`src/rtl/btb_update_queue.sv`:
```
// Coalescing FIFO of pending BTB writes between branch resolution and the BTB write port.
// Fetch can read a queued target combinationally through the lookup port before the BTB is written.
module btb_update_queue #(
  parameter int TAG_WIDTH  = 10,
  parameter int SET_WIDTH  = 4,
  parameter int ADDR_WIDTH = 16,
  parameter int DEPTH      = 4
) (
  input  logic                         clk,
  input  logic                         reset,
  input  logic                         flush,
  input  logic                         enq_valid,
  input  logic [TAG_WIDTH-1:0]         enq_tag,
  input  logic [SET_WIDTH-1:0]         enq_set,
  input  logic [ADDR_WIDTH-1:0]        enq_target,
  output logic                         enq_ready,
  output logic                         deq_valid,
  output logic [TAG_WIDTH-1:0]         deq_tag,
  output logic [SET_WIDTH-1:0]         deq_set,
  output logic [ADDR_WIDTH-1:0]        deq_target,
  input  logic                         deq_ready,
  input  logic [TAG_WIDTH-1:0]         lk_tag,
  input  logic [SET_WIDTH-1:0]         lk_set,
  output logic                         lk_hit,
  output logic [ADDR_WIDTH-1:0]        lk_target,
  output logic [$clog2(DEPTH+1)-1:0]   count
);

  localparam int PTR_W = $clog2(DEPTH);
  localparam int CNT_W = $clog2(DEPTH + 1);
  localparam logic [CNT_W-1:0] FULL_CNT = CNT_W'(DEPTH);

  logic [DEPTH-1:0]      valid;
  logic [TAG_WIDTH-1:0]  tag_q    [DEPTH];
  logic [SET_WIDTH-1:0]  set_q    [DEPTH];
  logic [ADDR_WIDTH-1:0] target_q [DEPTH];
  logic [PTR_W-1:0]      head, tail;

  logic [DEPTH-1:0] match_vec;
  logic [PTR_W-1:0] match_idx;
  logic             match, enq_fire, deq_fire, coalesce, alloc;

  // NOTE: every variable assigned in always_comb gets a default first, so no latch is inferred.
  always_comb begin
    match_vec = '0;
    match_idx = '0;
    for (int i = 0; i < DEPTH; i++) begin
      if (valid[i] && tag_q[i] == enq_tag && set_q[i] == enq_set) begin
        match_vec[i] = 1'b1;
        match_idx    = PTR_W'(i);
      end
    end
  end

  assign match     = enq_valid && (|match_vec);
  assign enq_ready = (count < FULL_CNT) || match;
  assign deq_valid = valid[head];
  assign enq_fire  = enq_valid && enq_ready && !flush;
  assign deq_fire  = deq_valid && deq_ready && !flush;
  // A hit on the head that is leaving this cycle must re-allocate, or the new target would leave with it.
  assign coalesce  = enq_fire && match && !(deq_fire && match_idx == head);
  assign alloc     = enq_fire && !coalesce;

  assign deq_tag    = deq_valid ? tag_q[head]    : '0;
  assign deq_set    = deq_valid ? set_q[head]    : '0;
  assign deq_target = deq_valid ? target_q[head] : '0;

  always_comb begin
    lk_hit    = 1'b0;
    lk_target = '0;
    for (int i = 0; i < DEPTH; i++) begin
      if (valid[i] && tag_q[i] == lk_tag && set_q[i] == lk_set) begin
        lk_hit    = 1'b1;
        lk_target = lk_target | target_q[i];
      end
    end
  end

  // NOTE: sequential state uses non-blocking assignments so every update sees pre-edge values.
  always_ff @(posedge clk) begin
    if (reset) begin
      valid <= '0;
      head  <= '0;
      tail  <= '0;
      count <= '0;
      // NOTE: entry storage is explicitly cleared here, unlike a typical RAM, so no stale data survives reset.
      for (int i = 0; i < DEPTH; i++) begin
        tag_q[i]    <= '0;
        set_q[i]    <= '0;
        target_q[i] <= '0;
      end
    end else if (flush) begin
      valid <= '0;
      head  <= '0;
      tail  <= '0;
      count <= '0;
    end else begin
      if (deq_fire) begin
        valid[head] <= 1'b0;
        head        <= head + PTR_W'(1);
      end
      if (coalesce) target_q[match_idx] <= enq_target;
      // Ordered after the dequeue clear: when full, tail == head and the new entry must win the slot.
      if (alloc) begin
        valid[tail]    <= 1'b1;
        tag_q[tail]    <= enq_tag;
        set_q[tail]    <= enq_set;
        target_q[tail] <= enq_target;
        tail           <= tail + PTR_W'(1);
      end
      count <= count + CNT_W'(alloc) - CNT_W'(deq_fire);
    end
  end

endmodule

```
`config.mk`:
```
export PLATFORM = sky130hd
export DESIGN_NAME = btb_update_queue
export DESIGN_NICKNAME = d
export VERILOG_FILES = /design/src/rtl/btb_update_queue.sv
export SDC_FILE = /design/constraint.sdc
export NUM_CORES = 1
export LEC_CHECK = 0
export ABC_AREA = 1
export BUFFER_PORTS_ARGS = -buffer_cell sky130_fd_sc_hd__buf_2
export CORE_ASPECT_RATIO = 0.7
export CORE_UTILIZATION = 40
export DETAILED_ROUTE_END_ITERATION = 10
export GPL_TIMING_DRIVEN = 0
export PLACE_DENSITY = 0.6
export RECOVER_POWER = 50
export SLEW_MARGIN = 20
export SYNTH_ARGS = -nofsm -noshare
export SYNTH_HDL_FRONTEND = slang
export SYNTH_SLANG_ARGS = --single-unit
```
`constraint.sdc`:
```
create_clock -name clk -period 3.9 [get_ports clk]
set_input_delay 0.39 -clock clk [delete_from_list [all_inputs] [get_ports clk]]
set_output_delay 0.39 -clock clk [all_outputs]
set_load 0.005 [all_outputs]
```
### Word-level counts from Yosys, hierarchy flattened

Memory sizes are Yosys's and may differ from the RTL's. A register that Yosys moved wholly into a read port is not among the register bits.
Index checks and enable logic that the tools add are counted.

* add/subtract/negate cells: 4
* magnitude comparators: 5
* equal/unequal tests: 17
* muxes and demuxes: 56
* bitwise logic cells: 6
* reductions and logical operators: 37

Operator list (count)
* $mux 16: 7
* $eq 10x10->1: 8
* $or 16x16->16: 3
* $eq 4x4->1: 8
* $reduce_or 16->1: 2
* $logic_and 1x1->1: 27
* $mux 1: 26
* $mux 2: 12
* $mux 4: 6
* $mux 10: 2
* $reduce_or 10->1: 1
* $reduce_or 4->1: 2
* $lt 2x3->1 const B: 2
* $add 2x1->2 const B: 2
* $and 4x4->4: 1
* $demux 1 s2: 2
* $ge 2x1->1 const B: 2
* $not 4->4: 1
* $or 4x4->4: 1
* $add 3x1->3: 1
* $logic_not 1->1: 3
* $lt 3x3->1 const B: 1
* $sub 3x1->3: 1
* $bmux 1 s2: 1
* 3 further kinds: 3

* register bits after elaboration: 11
* memory bits (writable): 120
* output and inout port bits: 52
* logic and storage cells: 132
* memories kept: 3

Memories
* target_q: depth 4, width 16, rd ports 5, clocked after memory_dff 1, write ports 4, RTL line 36 `logic [ADDR_WIDTH-1:0] target_q [DEPTH];`
* tag_q: depth 4, width 10, rd ports 5, clocked after memory_dff 1, write ports 4, RTL line 34 `logic [TAG_WIDTH-1:0] tag_q [DEPTH];`
* set_q: depth 4, width 4, rd ports 5, clocked after memory_dff 1, write ports 4, RTL line 35 `logic [SET_WIDTH-1:0] set_q [DEPTH];`

### Longest topological paths before layout

Gate-level depths: netlist (run 1).
An unclocked memory read counts as a cell.

* depth after elaboration: 20
* gate-level depth with buffers: 22
* mapped depth without buffers: 22

### Worst setup path after synthesis (run 1)

OpenSTA, ideal clock, no wires.

* path kind: input to register
* start point: input port enq_tag[8]
* end point: memory set_q[0][0] (enable)
* arrival: 2971 ps
* slack: 525 ps
* cell stages on the path: 14
* cell sequence: buf_2 -> inv_2 -> nand2_1 -> nand2_1 -> nand3_1 -> nor2_1 -> nand2_1 -> nand3_1 -> nand3_1 -> o21ai_2 -> buf_6 -> nand4_1 -> clkbuf_1 -> o21ai_0

RTL lines
* start: declaration: RTL line 13 `input logic [TAG_WIDTH-1:0] enq_tag,`
* end: declaration: RTL line 35

==> metrics.yaml, run 1 <==
worst_setup_path:
  r2r-end: "target_q[0][7]"
  reg2reg_depth: 15
  r2r-start: "set_q[3][0]"
  start_kind: "register"
  path_class: "reg -> out"
  cp_data_required_time_ps: 3510
  crit_start: "tag_q[3][4]"
  worst_ep_arrival_time_ps: 3460
  rrSetupSlack_ps: 210
  path_max_fanout: 10
  cp-end-kind: "primary output"
floorplanning:
  chipHeight_microns: 125.6
  ios: 101
  rows: 44
  die_area_sq_um: 22420
  start_util: 0.4150
  core_sq_um: 21030
  die_w_microns: 178.5
timing:
  rsz0062_at_grt: "false"
  slew_headroom: 0.2201
  fin_crit_ps: 3849
  finalMaxSlewViolations: 0
  skew_ps: 12.79
  hold_viol: 0
  setup_viol: 0
  tightestPinTransition_ps: 1163
  period_share: 0.9870
  holdWs_ps: 289.8
  clock.fmax_ghz: 0.2598
power_and_ir_drop:
  total_power_mw: 3.772
  power-per-cell-area_nw_per_um2: 369.8
  ir_worst_vdd_mv: 0.2687
  leakage_nw: 4.800
place:
  port-buffer-count: 95
  gp_congestion: 1.004
  place_hpwl_microns: 27100
grt:
  grt_max_degree: 17
  track_usage: 0.3189
  grt_pass1_wl_microns: 51030
  overflow: 0
  antenna_found_initial: 0
  grt_pass1_vias: 7863
synth:
  yosysSeqAreaShare: 0.4427
  syn-instance-count: 1181
  syn_avg_cell_area_sq_um: 7.390
  syn_area_sq_um: 8727
  synthDistinctLibCells: 40
  yosys_warnings: 0
  ys_ff_latch: 133
  syn_nets: 1241
route:
  drt-initial-drc-count: 1135
  vias: 8594
  drt_first_pass_iters: 6
  drt_wl_total_microns: 34840
  drc: 0
  vias_per_cell: 5.402
  antenna_left: 0
  routedWlPerCell_microns: 21.90
min_path:
  holdPathStages: 3
  whs_endpoint: "target_q[3][3]"
  min_from: "enq_target[3]"
  min_path_type: "in -> reg"
clock_tree:
  clock_path_buffers: 2
  path_clk_slew_ps: 60
  cts_num_sinks: 133
  cts_buffers: 17
  clockRootBuffer: "clkbuf_16"
  cts-htree-levels: 4
  cts_tree: "done"
  clock_latency_ps: 430
finish:
  drive_gt1_frac: 0.1338
  diodes: 0
  final_nets: 1362
  finish.utilization: 0.4849
  syn2layout_area_growth_pct: 16.86
flow_run:
  cap_viol_max_count: 0
run_status:
  outcome: "complete, no violations"
## power by group
part / leakage [nW] / switching [mW] / internal, mW
logic: 3.17 / 0.338 / 0.129
clock network: 0.275 / 0.686 / 0.949
registers: 1.36 / 0.0494 / 1.62
## worst max path at each step
stage,endpoint,slack [ps]
CTS,count[2],230
floorplan,set_q[0][0],520
global placement,tag_q[1][4],-1320
detailed placement,target_q[1][12],-160
finish,lk_target[10],50
global route,target_q[2][13],30
## cell families after synthesis
group	synth area share
simple gates	0.2539
flops	0.4427
buf+inv	0.1124
fa+ha+maj	0.01663
compound gates	0.1432
xor+xnor	0.03111
## metrics by stage
step                      area [sq um]  cells  setup WS, ps  setup TNS, ps
final                            10200   1591         50.65              0
after global routing             10200   1591         34.74              0
after CTS                        10220   1589         225.1              0
after detailed placement          9635   1557        -157.1          -7261
after global placement            9548   1552         -1324         -72860
after floorplan                   8727   1181         524.6              0
## registers in the layout, indices dropped and copies added, names as in the netlist, named ones only
signal / cells
set_q: 16
head: 2
tail: 2
tag_q: 40
target_q: 64
valid: 4
count: 3
## what timing repair did
action	in CTS	in global routing
pin swaps	0	1
buffers inserted	0	2
resized for setup	3	3
hold buffers	0	0
setup endpoints to repair	45	17
## synthesized netlist by cell type, drive strengths merged
library cell | instances | area, sq um
a21boi | 2 | 15.01
a21oi | 75 | 397.9
a221o | 1 | 10.01
a221oi | 7 | 61.31
a32oi | 1 | 8.760
and2 | 1 | 6.260
and3 | 1 | 6.260
buf | 8 | 65.06
clkbuf | 36 | 135.1
clkinv | 3 | 11.26
dfxtp | 13 | 260.3
edfxtp | 120 | 3603
fa | 1 | 20.02
ha | 10 | 125.1
inv | 205 | 769.5
nand2 | 313 | 1207
nand3 | 13 | 65.06
nand3b | 1 | 7.510
nand4 | 11 | 75.07
nor2 | 127 | 484.2
nor3 | 44 | 220.2
nor4 | 6 | 37.54
o2111ai | 2 | 17.52
o21ai | 81 | 412.9
o22ai | 50 | 319.1
o31ai | 1 | 7.510
or2 | 17 | 106.4
xnor2 | 12 | 105.1
xor2 | 19 | 166.4
## critical path: stages (launching register included)
cell and delay, ps:
edfxtp_1 450, xor2_1 210, nor2_1 210, o2111ai_1 140, nor4_1 410, nand4_1 630
clkbuf_1 460, o22ai_1 250, or2_2 140, buf_2 110
## metal layers
| layer | up-vias | wire, microns | track usage | share of wire |
|---|---|---|---|---|
| li1 | 4082 | - | - | - |
| met1 | 3970 | 16800 | 0.5122 | 0.48 |
| met2 | 516 | 13680 | 0.4250 | 0.39 |
| met3 | 26 | 4027 | 0.06904 | 0.12 |
| met4 | 0 | 327 | 0.06979 | 0.0094 |
| met5 | - | 0 | 0 | 0 |
## layout make-up
cell class	instances	area (sq um)
flip-flops and latches	133	3864
well taps	276	345.3
clock inverters	14	150.1
repair buffers	102	524.3
multi-input cells	796	3905
plain buffers	44	200.2
clock buffers	18	429.2
inverters	208	780.7
fillers	2179	10830
## cell usage in the layout, fill, tap and decap left out, drive strengths merged, types with 11 or more instances in the layout
master,n
a21oi,75
buf,95
clkbuf,69
dfxtp,13
edfxtp,120
inv,210
nand2,313
nand3,13
nand4,11
nor2,127
nor3,44
o21ai,81
o22ai,50
or2,17
xnor2,12
xor2,19
(Power assumes the default switching activity.)
==> inputs of run 2 (changes only) <==
- clock period: 3.9 -> 4.5 ns (I/O delays scaled with it)
==> metrics.yaml, run 2 (synthesis gave the netlist of run 1 again) <==
power_and_ir_drop:
  ir_worst_vdd_mv: 0.2336  # -13%
  power-per-cell-area_nw_per_um2: 322.1  # -13%
  p_switching_mw: 0.9339  # -13%
  p_int_mw: 2.337  # -13%
  seqPwrFrac: 0.443  # about the same
  swShare: 0.2855  # +0.001070
  p_comb_frac: 0.122  # -0.002
  leakage_nw: 4.781  # -0.40%
  p_clk_frac: 0.435  # +0.002
finish:
  syn2layout_area_growth_pct: 16.39
  largest_register: "target_q"
  finish.utilization: 0.4830  # -0.001964
  layout_commonest_cell: "nand2_1"
  final_cell_mix: "nand2_1 (308), inv_1 (189), nor2_1 (125), edfxtp_1 (120), buf_2 (82)"
  largestRegisters: "target_q x64, tag_q x40, set_q x16"
  drive_gt1_frac: 0.1272  # -0.006651
  final_area_sq_um: 10160  # -0.40%
  largest_reg_flops: 64  # unchanged
  final_nets: 1360  # -0.15%
  diodes: 0  # unchanged
grt:
  grt_max_degree: 17  # unchanged
  use_met1: 0.5120  # about the same
  grt_pass1_wl_microns: 51020  # about the same
  busiest_layer: "met1"
  overflow: 0  # unchanged
  antenna_found_initial: 0  # unchanged
  track_usage: 0.3188  # about the same
  met2_usage: 0.4250  # unchanged
  grt.met3_usage: 0.06904  # unchanged
  grt_pass1_vias: 7864  # +0.013%
floorplanning:
  die_area_sq_um: 22420  # unchanged
  chipHeight_microns: 125.6  # unchanged
  ios: 101  # unchanged
  rows: 44  # unchanged
  die_w_microns: 178.5  # unchanged
  start_util: 0.4150  # unchanged
  core_sq_um: 21030  # unchanged
timing:
  finalMaxSlewViolations: 0  # unchanged
  hold_viol: 0  # unchanged
  holdWs_ps: 346.3  # +56.58 ps
  skew_ps: 12.44  # -0.3507 ps
  clock.fmax_ghz: 0.2430
  tightestPinTransition_ps: 1153  # -9.484 ps
  fin_crit_ps: 4115
  period_share: 0.9144
  tns_ps: 0  # unchanged
  rsz0062_at_grt: "false"
  setup_viol: 0  # unchanged
  slew_headroom: 0.2265  # +0.006361
worst_setup_path:
  path_class: "reg -> reg"
  slowest_delay_ps: 510  # -120 ps
  path_cells: "nand2_1, nand2_1, nor2_1, nand2_1, nor2_1, nand2_1, nand2_1, o21ai_0, a21oi_4, nand4_2, nand2_2, inv_2, nand2_4, buf_6, nand2_1"
  cp_data_required_time_ps: 4470  # +960 ps
  cp-end-kind: "register"
  cp_top_family: "simple AND/OR/NAND/NOR gates"
  worst_ep_arrival_time_ps: 4090  # +630 ps
  path_max_fanout: 16  # +6
  path_common_cell: "nand2_1"
  path_buf_inv: 2  # unchanged
  cp_num_cells: 15  # +6
  start_kind: "register"
  reg2reg_depth: 15  # unchanged
  cpMaxStageDelayCell: "nand2_1"
place:
  place_hpwl_microns: 27100  # unchanged
  port-buffer-count: 95  # unchanged
  gp_congestion: 1.004  # unchanged
  placed_area_sq_um: 9635  # unchanged
run_status:
  outcome: "complete, no violations"
route:
  drc: 0  # unchanged
  vias: 8620  # +0.30%
  drt_wl_total_microns: 34930  # +0.25%
  routedWlPerCell_microns: 21.98  # +0.38%
  vias_per_cell: 5.425  # +0.43%
  drt-initial-drc-count: 1126  # -0.79%
  antenna_left: 0  # unchanged
  drt_first_pass_iters: 6  # unchanged
clock_tree:
  ctsResizeCount: 0  # -3
  clockRootBuffer: "clkbuf_16"
  cts_tree: "done"
  cts_buffers: 17  # unchanged
  path_clk_slew_ps: 70  # about the same
  clock_path_buffers: 2  # unchanged
  cts-htree-levels: 4  # unchanged
  cts_num_sinks: 133  # unchanged
  clock_latency_ps: 430  # about the same
  hold_buffers: 0  # unchanged
  post_cts_buffers: 0  # unchanged
min_path:
  min_path_type: "in -> reg"
  holdPathStages: 3  # unchanged
flow_run:
  cap_viol_max_count: 0  # unchanged
## run 2: per-stage QoR
stage	power [mW]	cells	setup WS (ps)
2_1_floorplan	1.678	1181	1065
3_3_place_gp	1.857	1552	-784.4
3_5_place_dp	1.864	1557	382.9
4_1_cts	3.265	1589	578.2
5_1_grt	3.362	1589	138.4
6_report	3.271	1589	385.4
## run 2: area by class of cell
cell class / instances / area (sq um)
plain buffers: 44 / 200.2
clock buffers: 18 / 429.2
clock inverters: 14 / 150.1
fillers: 2193 / 10870
inverters: 208 / 780.7
multi-input cells: 796 / 3877
flip-flops and latches: 133 / 3864
well taps: 276 / 345.3
repair buffers: 100 / 510.5
## run 2: power by group through the flow
stage / combinational [mW] / sequential (mW) / clock, mW
after floorplan: 0.221 / 1.46 / 0
after global placement: 0.382 / 1.47 / 0
after detailed placement: 0.391 / 1.47 / 0
after CTS: 0.393 / 1.45 / 1.43
after global routing: 0.434 / 1.45 / 1.47
final: 0.400 / 1.45 / 1.42
## run 2: path summary, 6_finish.rpt
kind                       from  slack [ps]             end
hold reg to reg        count[2]         550        count[2]
setup reg to reg    set_q[3][0]         390  target_q[1][7]
setup / recovery    set_q[3][0]         390  target_q[1][7]
hold / removal    enq_target[3]         350  target_q[3][3]
## run 2: worst register-to-register path, stage by stage (launching register included)
cell,delay [ps]
edfxtp_1,470
nand2_1,260
nand2_1,90
nor2_1,240
nand2_1,120
nor2_1,220
nand2_1,140
nand2_1,130
o21ai_0,210
a21oi_4,300
nand4_2,340
nand2_2,260
inv_2,80
nand2_4,120
buf_6,180
nand2_1,510
## run 2: per-layer routing
layer  wire [microns]  vias to the layer above  share of wire
met1            16990                     4012           0.49
met4              401                        0          0.011
met5                0                        -              0
li1                 -                     4086              -
met2            13680                      489           0.39
met3             3859                       33           0.11
